## src/rtl/cia_bus_arb.sv

```systemverilog
// cia_bus_arb: CPU-priority two-port arbiter sharing one mos6526 register bus with a host port.
// Optional macro CIA_ARB_ICR_GUARD_EN blocks host reads of the clear-on-read ICR (rs 4'hD).
module cia_bus_arb #(
  parameter int HOST_MAX_WAIT = 4
) (
  input  logic       clk,
  input  logic       res_n,
  input  logic       phi2_p,
  input  logic       phi2_n,
  input  logic       cpu_req,
  input  logic       cpu_rw,
  input  logic [3:0] cpu_rs,
  input  logic [7:0] cpu_wdata,
  output logic [7:0] cpu_rdata,
  output logic       cpu_stall,
  input  logic       host_req,
  input  logic       host_rw,
  input  logic [3:0] host_rs,
  input  logic [7:0] host_wdata,
  output logic       host_ack,
  output logic [7:0] host_rdata,
  output logic       host_err,
  output logic       cia_cs_n,
  output logic       cia_rw,
  output logic [3:0] cia_rs,
  output logic [7:0] cia_wdata,
  input  logic [7:0] cia_rdata
);

  localparam int WCW = (HOST_MAX_WAIT < 1) ? 1 : $clog2(HOST_MAX_WAIT + 1);
  localparam logic [WCW-1:0] WAIT_MAX = WCW'(HOST_MAX_WAIT);

  typedef enum logic [1:0] {IDLE, CPU_ACC, HOST_ACC, CAPTURE} state_e;

  state_e         state_q, state_d;
  logic [WCW-1:0] waitCnt_q, waitCnt_d;
  logic           csN_q, csN_d;
  logic           rw_q, rw_d;
  logic [3:0]     rs_q, rs_d;
  logic [7:0]     wdata_q, wdata_d;
  logic [7:0]     cpuRdata_q, cpuRdata_d;
  logic [7:0]     hostRdata_q, hostRdata_d;
  logic           hostAck_q, hostAck_d;
  logic           cpuStall_q, cpuStall_d;
  logic           capHost_q, capHost_d;
  logic           capRead_q, capRead_d;
  logic           guard_q, guard_d;
  logic           guardHit;
  logic           forced;
  logic           hostGrant;
  logic           cpuGrant;

`ifdef CIA_ARB_ICR_GUARD_EN
  assign guardHit = host_rw && (host_rs == 4'hD);
`else
  assign guardHit = 1'b0;
`endif

  assign forced = (HOST_MAX_WAIT != 0) && (waitCnt_q == WAIT_MAX);

  always_ff @(posedge clk or negedge res_n) begin
    if (!res_n) begin
      state_q     <= IDLE;
      waitCnt_q   <= '0;
      csN_q       <= 1'b1;
      rw_q        <= 1'b1;
      rs_q        <= 4'h0;
      wdata_q     <= 8'h00;
      cpuRdata_q  <= 8'h00;
      hostRdata_q <= 8'h00;
      hostAck_q   <= 1'b0;
      cpuStall_q  <= 1'b0;
      capHost_q   <= 1'b0;
      capRead_q   <= 1'b0;
      guard_q     <= 1'b0;
    end else begin
      state_q     <= state_d;
      waitCnt_q   <= waitCnt_d;
      csN_q       <= csN_d;
      rw_q        <= rw_d;
      rs_q        <= rs_d;
      wdata_q     <= wdata_d;
      cpuRdata_q  <= cpuRdata_d;
      hostRdata_q <= hostRdata_d;
      hostAck_q   <= hostAck_d;
      cpuStall_q  <= cpuStall_d;
      capHost_q   <= capHost_d;
      capRead_q   <= capRead_d;
      guard_q     <= guard_d;
    end
  end

  always_comb begin
    state_d     = state_q;
    waitCnt_d   = waitCnt_q;
    csN_d       = csN_q;
    rw_d        = rw_q;
    rs_d        = rs_q;
    wdata_d     = wdata_q;
    cpuRdata_d  = cpuRdata_q;
    hostRdata_d = hostRdata_q;
    hostAck_d   = 1'b0;
    cpuStall_d  = cpuStall_q;
    capHost_d   = capHost_q;
    capRead_d   = capRead_q;
    guard_d     = guard_q;
    hostGrant   = 1'b0;
    cpuGrant    = 1'b0;

    case (state_q)
      IDLE: begin
        if (phi2_p) begin
          if (host_req && (!cpu_req || forced)) begin
            hostGrant = 1'b1;
          end else if (cpu_req) begin
            cpuGrant = 1'b1;
          end
        end
        if (hostGrant) begin
          state_d   = HOST_ACC;
          csN_d     = guardHit;
          rw_d      = host_rw;
          rs_d      = host_rs;
          wdata_d   = host_wdata;
          capHost_d = 1'b1;
          capRead_d = host_rw;
          guard_d   = guardHit;
        end else if (cpuGrant) begin
          state_d   = CPU_ACC;
          csN_d     = 1'b0;
          rw_d      = cpu_rw;
          rs_d      = cpu_rs;
          wdata_d   = cpu_wdata;
          capHost_d = 1'b0;
          capRead_d = cpu_rw;
          guard_d   = 1'b0;
        end
      end
      CPU_ACC, HOST_ACC: begin
        if (phi2_n) begin
          state_d = CAPTURE;
          csN_d   = 1'b1;
          rw_d    = 1'b1;
        end
      end
      CAPTURE: begin
        // CIA db_out is valid during this cycle, one clk after its phi2_n sample.
        state_d = IDLE;
        if (capHost_q) begin
          hostAck_d = 1'b1;
          if (capRead_q) begin
            hostRdata_d = guard_q ? 8'h00 : cia_rdata;
          end
        end else if (capRead_q) begin
          cpuRdata_d = cia_rdata;
        end
      end
      default: begin
        state_d = IDLE;
      end
    endcase

    if (phi2_p) begin
      cpuStall_d = cpu_req && hostGrant;
      if (!host_req || hostGrant) begin
        waitCnt_d = '0;
      end else if (waitCnt_q != WAIT_MAX) begin
        waitCnt_d = waitCnt_q + 1'b1;
      end
    end
  end

`ifdef CIA_ARB_ICR_GUARD_EN
  logic hostErr_q;

  always_ff @(posedge clk or negedge res_n) begin
    if (!res_n) begin
      hostErr_q <= 1'b0;
    end else if (state_q == CAPTURE && capHost_q) begin
      hostErr_q <= guard_q;
    end
  end

  assign host_err = hostErr_q;
`else
  assign host_err = 1'b0;
`endif

  assign cpu_rdata  = cpuRdata_q;
  assign cpu_stall  = cpuStall_q;
  assign host_ack   = hostAck_q;
  assign host_rdata = hostRdata_q;
  assign cia_cs_n   = csN_q;
  assign cia_rw     = rw_q;
  assign cia_rs     = rs_q;
  assign cia_wdata  = wdata_q;

endmodule

```

## config.mk

```make
export PLATFORM = sky130hd
export DESIGN_NAME = cia_bus_arb
export DESIGN_NICKNAME = d
export VERILOG_FILES = /design/src/rtl/cia_bus_arb.sv
export SDC_FILE = /design/constraint.sdc
export NUM_CORES = 1
export LEC_CHECK = 0
export CAP_MARGIN = 20
export CORE_AREA = 3 3 72 74
export CTS_BUF_LIST = sky130_fd_sc_hd__clkbuf_16
export CTS_CLUSTER_DIAMETER = 50
export CTS_CLUSTER_SIZE = 16
export DETAILED_ROUTE_END_ITERATION = 7
export DIE_AREA = 0 0 75 77
export GPL_TIMING_DRIVEN = 0
export PLACE_DENSITY = 0.73
export REMOVE_ABC_BUFFERS = 1
export SLEW_MARGIN = 20
export SYNTH_ARGS = -nofsm -noshare
export SYNTH_HDL_FRONTEND = slang
export SYNTH_SLANG_ARGS = --single-unit
```

## constraint.sdc

```tcl
create_clock -name clk -period 2.35 [get_ports clk]
set_input_delay 0.235 -clock clk [delete_from_list [all_inputs] [get_ports clk]]
set_output_delay 0.235 -clock clk [all_outputs]
set_load 0.02 [all_outputs]
```

## After elaboration in Yosys (flattened, before gate mapping)

Cells that the tools add are included.

| storage, ports and cells | value |
|---|---|
| flip-flop bits (word level) | 40 |
| input bits | 40 |
| logic and storage cells | 68 |
| bits in latches | 0 |
| output and inout port bits | 33 |
| memories kept | 0 |
| ROM bits | 0 |
| memory bits (writable) | 0 |

| operators by class | value |
|---|---|
| shift-type cells | 0 |
| div/mod/pow operators | 0 |
| muxes and demuxes | 29 |
| add/subtract/negate cells | 1 |
| reduce and logical (&&, ||, !) cells | 17 |
| magnitude comparators | 0 |
| multiply operators | 0 |
| eq/ne operators | 7 |
| bitwise gates (word level) | 1 |

Operators by type and width:

| operator | number |
|---|---|
| 8-bit 2-to-1 mux | 3 |
| 1-bit 2-to-1 mux | 16 |
| 3-bit AND reduction | 3 |
| 4-bit 2-to-1 mux | 2 |
| 2-bit 2-to-1 mux | 3 |
| 3-bit 2-to-1 mux | 2 |
| 3-bit inequality test, second input constant | 2 |
| 2-bit one-hot mux with 3 select lines | 1 |
| 2-bit AND reduction | 3 |
| 2-bit nonzero test | 3 |
| 2-bit == test, second input constant | 2 |
| 1-bit one-hot mux with 2 select lines | 2 |
| 3-bit by 1-bit adder with 3-bit output, second input constant | 1 |
| 3-bit == test, second input constant | 1 |
| 2-bit by 1-bit == test with 1-bit output, second input constant | 1 |
| 1-bit logical AND | 2 |
| 1-bit zero test | 2 |
| 2-bit zero test | 1 |
| 1-bit logical OR | 2 |
| 2-bit inequality test, second input constant | 1 |
| 2-bit OR reduction | 1 |
| 1-bit NOT | 1 |

## Logic depth before layout (Yosys ltp)

Gate-level depths: netlist of run 1.

| depth | value |
|---|---|
| depth after elaboration | 10 |
| depth in mapped cells | 7 |

## Least setup slack after synthesis of run 1

No wires, ideal clock.

| timing | value |
|---|---|
| kind | register to register |
| start | reg state_q[0] |
| end | reg state_q[0] |
| stages on the path, launching flop included | 6 |
| setup slack | 772 ps |
| clock period less this slack | 1578 ps |
| required time | 2225 ps |
| library setup time | 125 ps |
| path buffers | 0 |
| arrival time | 1453 ps |
| cells stage by stage | dfrtp_1 -> inv_1 -> ha_1 -> nor2b_1 -> a21oi_1 -> mux2_2 |

| between the ends | value |
|---|---|
| cells in the longest elaborated chain, start to end | 4 |

Ends and longest elaborated chain:

| element | RTL line | text |
|---|---|---|
| start: declaration | 35 | `state_e state_q, state_d;` |
| start signal: assignment | 77 | `state_q <= state_d;` |
| 2-bit by 1-bit == test with 1-bit output or 2-bit == test (tied branches) | 110 | `case (state_q)` |
| 2-bit OR reduction | 110 |  |
| 2-bit inequality test (no source line) | n/a |  |
| 2-bit AND reduction (no source line) | n/a |  |

Several ways; a longest one is shown, not always the timed one.
A chain may end at the register's enable or synchronous reset.

## Worst setup path after layout of run 1

| timing | value |
|---|---|
| start | reg waitCnt_q[0] |
| end | reg capRead_q |

| between the ends | value |
|---|---|
| cells in the longest elaborated chain, start to end | 8 |

Ends and longest elaborated chain:

| element | RTL line | text |
|---|---|---|
| start: declaration | 36 | `logic [WCW-1:0] waitCnt_q, waitCnt_d;` |
| start signal: assignment | 78 | `waitCnt_q <= waitCnt_d;` |
| 3-bit == test (*) | 59 | `assign forced = (HOST_MAX_WAIT != 0) && (waitCnt_q == WAIT_MAX);` |
| 1-bit logical OR (*) | 113 | `if (host_req && (!cpu_req \|\| forced)) begin` |
| 1-bit logical AND (*) | 113 |  |
| 1-bit 2-to-1 mux | 113 |  |
| 1-bit 2-to-1 mux | 112 | `if (phi2_p) begin` |
| 1-bit 2-to-1 mux | 110 |  |
| 2-bit nonzero test (no source line) | n/a |  |
| 2-bit AND reduction (no source line) | n/a |  |
| end signal: assignment | 88 | `capRead_q <= capRead_d;` |
| end: declaration | 46 | `logic capRead_q, capRead_d;` |

Mark *: on every way between the ends. The rest lies on a longest branch, timed or not. The select of a mux whose other input is x is not followed.

==> results.tsv, run 1 <==
metric	value	unit
outcome	finished clean	
Layout area overhead	49.9	%
DR pass1 iterations	4	
DR vias	1338	
YS warnings	0	
Final WS setup	402	ps
clk sinks	39	
commonest cells after routing, fill and taps aside	clkdlybuf4s50_1, dfrtp_1, nand2_1, mux2_2, mux2i_1	
unique cell type count in the Yosys netlist	29	
Static Leakage	1.17	nW
row count	25	
largest net degree at the start of global routing	29	
clk_skew	5.03	ps
Clk Latency, worst-skew pair	270	ps
minimum clock period	1950	ps
wire per inst	12.2	um
setup violators final	0	
crit start category	flop	
CP required	2470	ps
cts hold-fix bufs	1	
initial antenna violation count	0	
overall routed net length	3440	um
endpoints failing hold	0	
hpwl dp	2630	um
Slew headroom	0.463	
Cell Area, Synth	1820	um2
Least-Margin Pin Slew	802	ps
overall power	0.00337	W
Starting Density	0.391	
antenna-violating nets left	0	
Crit Path Class	flop to flop	
RePlAce Congestion	0.706	
CTS tree	done	
fillers	399	
CP arrival	2070	ps
Seq/Total Area, Yosys	0.537	
Pins Over Slew Limit	0	
commonest non-fill, non-tap cell in the layout	clkdlybuf4s50_1	
Die W	75	um
port bufs	71	
Setup crit end kind	flop	
vias per cell	4.74	
clock buffers created by TritonCTS	5	
# DRC	0	
H-tree levels	2	
grt total ovfl	0	
CP dominant cell by count	mux2i_1	
dpl ws	186	ps
cells resized by post-CTS repair	0	
Crit-path slowest cell	a21oi_4	
CORE AREA	4660	um2
die area	5780	um2
Fmax	513	MHz
Post-CTS Repair Setup Buffers	0	
Cells after Synth	153	
PD cells	1230	nW/um2
Critical Path, Cell by Cell	inv_1 > ha_1 > nand2_1 > a21oi_4 > mux2i_1 > mux2i_1	
Max IR drop VDD	0.452	mV
layout cell share with drive strength beyond 1	0.167	
slowest stage delay, CP	580	ps
worst-path maximum fanout	17	
RSZ-0062 raised after global routing	false	
vias in the first global route	1309	
die height	77	um
CTS clk-pin slew, worst paths	50	ps
clock tree buffer depth	2	
first-pass GRT wire length	5910	um
root buffer cell	clkbuf_16	
Final period util	0.829	
max-cap violations	0	
Global Route Usage Sum	0.130	
Avg Cell Area, Syn	11.9	um2
setup TNS	0	ps
initial DRC count	54	
Synth Register Bits	39	
antenna cell count	0	
Worst R2R Path Depth	6	
HP Class	input port to asynchronous set/reset pin	
IO Count	73	
Final nets	272	
## layout make-up
cell class / instances / area (um2) / share of cell area
Multi-Input combinational cell: 101 / 777 / 0.285
Inverter: 7 / 26.3 / 0.00962
Tap cell: 54 / 67.6 / 0.0247
Sequential cell: 39 / 978 / 0.358
Timing Repair Buffer: 73 / 743 / 0.272
Clock buffer: 5 / 125 / 0.0458
Clock inverter: 3 / 12.5 / 0.00458
## path summary, 6_finish.rpt
path,from,to,slack (ps)
worst max-delay path,waitCnt_q[0],capRead_q,400
max in group asynchronous,res_n,cia_cs_n,1390
worst min register to register,cia_wdata[3],cia_wdata[3],470
worst min-delay path,res_n,cpu_rdata[4],430
min in group clk,cia_wdata[3],cia_wdata[3],470
worst max register to register,waitCnt_q[0],capRead_q,400
## power by group
group	internal (W)	total (W)	switching, W
Sequential	0.000986	0.00114	0.000157
Combinational	0.000835	0.00161	0.000775
Clock	0.000382	0.000612	0.000229
Total	0.00220	0.00337	0.00116
## critical path, delay by kind of cell (launching register included)
kind / cells / cell delay, ps
AND/OR/NAND/NOR: 1 / 130
adder cells (fa/ha/maj): 1 / 180
flip-flops: 1 / 400
AO/OA/AOI/OAI: 1 / 580
multiplexers: 2 / 430
buffers and inverters: 1 / 80
## Yosys cell counts, drive strengths merged
cell,count,share of area
a21o,1,0.0041
nor2,4,0.0082
ha,5,0.034
nand4,1,0.0034
buf,5,0.025
nor2b,1,0.0034
nand3,1,0.0027
o211ai,1,0.0069
nand3b,1,0.0041
or2b,1,0.0041
nand2b,1,0.0034
a21oi,7,0.025
mux2,18,0.11
clkbuf,1,0.0021
dfstp,2,0.029
and2,1,0.0034
mux2i,16,0.088
nor3,1,0.0027
dfrtp,37,0.51
o21ai,19,0.067
inv,7,0.014
a22o,1,0.0048
conb,1,0.0021
nand2,20,0.043
## through the flow
stage | utilization | instance area (um2) | hold slack (ps) | cells
after global placement | 0.547 | 2550 | 460 | 272
final | 0.586 | 2730 | 430 | 282
after global routing | 0.586 | 2730 | 456 | 282
after floorplan | - | 1770 | -60.6 | 147
after detailed placement | 0.554 | 2580 | 187 | 273
after CTS | 0.586 | 2730 | 449 | 282
## registers in the layout (all words and copies together) (netlist names)
signal      count
capHost_q       1
capRead_q       1
cia_cs_n        1
cia_rs          4
cia_rw          1
cia_wdata       8
cpu_rdata       8
cpu_stall       1
host_ack        1
host_rdata      8
state_q         2
waitCnt_q       3
## cell families (layout without fill, tap and decap cells)
logic type               after synthesis  count (layout)  synth area share
AO/OA/AOI/OAI                         29              29             0.108
adder cells (fa/ha/maj)                5               5            0.0343
buffers and inverters                 13              88            0.0412
flip-flops                            39              39             0.537
multiplexers                          34              34             0.199
other                                  1               1           0.00206
AND/OR/NAND/NOR                       32              32            0.0783
## per-layer routing
metal	share of wire	wire (um)	GRT usage	vias to the layer above
met2	0.48	1640	0.206	53
met1	0.42	1450	0.163	607
met4	0.0078	27	0.0427	0
met3	0.094	325	0.0446	5
met5	0	0	0	-
li1	-	-	-	673
(Power assumes the default switching activity.)
==> run 2, diff against run 1 <==
- clock period: 2.35 -> 1.8 ns (I/O delays scaled with it)
==> results.tsv, run 2 (synthesis gave the netlist of run 1 again) <==
metric	value	unit	change
CP arrival	1840	ps	was 2070 ps
busiest grt layer	met2		unchanged
die height	77	um	unchanged
root buffer cell	clkbuf_16		unchanged
overall routed net length	3610	um	was 3440 um
IO Count	73		unchanged
vias per cell	4.76		was 4.74
antenna cell count	0		unchanged
DR pass1 iterations	4		unchanged
Reg area	978	um2	unchanged
met2 Track Usage GR	0.210		was 0.206
clk sinks	39		unchanged
DP Area	2580	um2	unchanged
# DRC	0		unchanged
Final period util	0.934		was 0.829
worst hold margin	375	ps	was 430 ps
Max IR drop VDD	0.593	mV	was 0.452 mV
Setup crit end kind	flop		unchanged
antenna-violating nets left	0		unchanged
Die W	75	um	unchanged
clock buffers created by TritonCTS	5		unchanged
wire per inst	12.5	um	was 12.2 um
crit start category	flop		unchanged
Slew headroom	0.458		was 0.463
port bufs	71		unchanged
CTS clk-pin slew, worst paths	50	ps	about the same
met1 Use GR	0.168		was 0.163
worst-path maximum fanout	7		was 17
clock tree buffer depth	2		unchanged
setup TNS	0	ps	unchanged
met3 usage	0.0446		unchanged
row count	25		unchanged
PD cells	1570	nW/um2	was 1230 nW/um2
grt total ovfl	0		unchanged
CTS tree	done		unchanged
setup violators final	0		unchanged
Clk Latency, worst-skew pair	270	ps	about the same
Crit Path Class	flop to flop		unchanged
clk_skew	5.07	ps	was 5.03 ps
largest net degree at the start of global routing	29		unchanged
Static Leakage	1.22	nW	was 1.17 nW
CORE AREA	4660	um2	unchanged
max-cap violations	0		unchanged
reg2reg start	state_q[0]		was waitCnt_q[0]
hpwl dp	2630	um	unchanged
Final nets	278		was 272
first-pass GRT wire length	6030	um	was 5910 um
initial antenna violation count	0		unchanged
Least-Margin Pin Slew	809	ps	was 802 ps
RePlAce Congestion	0.706		unchanged
fillers	389		was 399
vias in the first global route	1335		was 1,309
RSZ-0062 raised after global routing	false		unchanged
Global Route Usage Sum	0.133		was 0.130
Starting Density	0.391		unchanged
Layout area overhead	55.2	%	was 49.9%
overall power	0.00443	W	was 0.00337 W
commonest cells after routing, fill and taps aside	clkdlybuf4s50_1, dfrtp_1, mux2_2, nand2_1, mux2i_1		was clkdlybuf4s50_1, dfrtp_1, nand2_1, mux2_2, mux2i_1
minimum clock period	1680	ps	was 1950 ps
Pins Over Slew Limit	0		unchanged
initial DRC count	45		was 54
Multi-input gate area	786	um2	was 777 um2
outcome	finished clean		unchanged
HP Class	input port to asynchronous set/reset pin		unchanged
CP required	1960	ps	was 2470 ps
die area	5780	um2	unchanged
layout cell share with drive strength beyond 1	0.201		was 0.167
post-route cell area	2830	um2	was 2730 um2
DR vias	1372		was 1,338
commonest non-fill, non-tap cell in the layout	clkdlybuf4s50_1		unchanged
endpoints failing hold	0		unchanged
H-tree levels	2		unchanged
Worst Setup SP	state_q[0]		was waitCnt_q[0]
Fmax	595	MHz	was 513 MHz
## run 2: changes by cell type in the layout (fill, tap and decap cells not counted), sizes merged
cell,previous run,this run
buf,2,7
clkbuf,5,6
## run 2: critical path: stages (launching register included)
cell	delay, ps
dfrtp_1	370
inv_1	70
ha_1	380
nor2b_1	180
a21oi_2	200
mux2_2	370
## run 2: power by group
part / switching [W] / leakage, nW / internal [W]
logic: 0.00103 / 0.669 / 0.00111
registers: 0.000205 / 0.473 / 0.00129
clock network: 0.000299 / 0.0762 / 0.000499
total: 0.00153 / 1.22 / 0.00290
## run 2: area by class of cell
cell class                 count  area share
multi-input combinational    101       0.278
clock buffer                   5      0.0443
clock inverter                 3     0.00443
tap                           54      0.0239
timing repair buffer          79       0.294
sequential                    39       0.346
inverter                       7     0.00930
## run 2: worst paths after layout
kind / endpoint / slack [ps] / cells after the start
min reg2reg: cia_wdata[3] / 470 / 2
max: state_q[0] / 120 / 5
max in group asynchronous: cia_cs_n / 890 / 3
min: cpu_rdata[4] / 380 / 2
min in group clk: cia_wdata[3] / 470 / 2
max reg2reg: state_q[0] / 120 / 5
## run 2: layer usage
layer,wire length [um],up-vias
li1,-,683
met1,1540,627
met2,1680,55
met3,340,7
met4,48,0
met5,0,-
## run 2: repair_timing
| action | in CTS | in global routing |
|---|---|---|
| resized for setup | 0 | 3 |
| endpoints found under the hold margin | 15 | 0 |
| cloned | 0 | 1 |
| buffers inserted | 4 | 1 |
| pin swaps | 1 | 1 |
| hold buffers | 1 | 0 |
| endpoints found under the setup margin | 15 | 7 |
## run 2: stage by stage
step                utilization  setup slack [ps]  cells
floorplan                     -               127    147
global placement          0.547              -393    272
detailed placement        0.554              -309    273
CTS                       0.595              4.42    286
global route              0.606              6.94    288
finish                    0.606               118    288
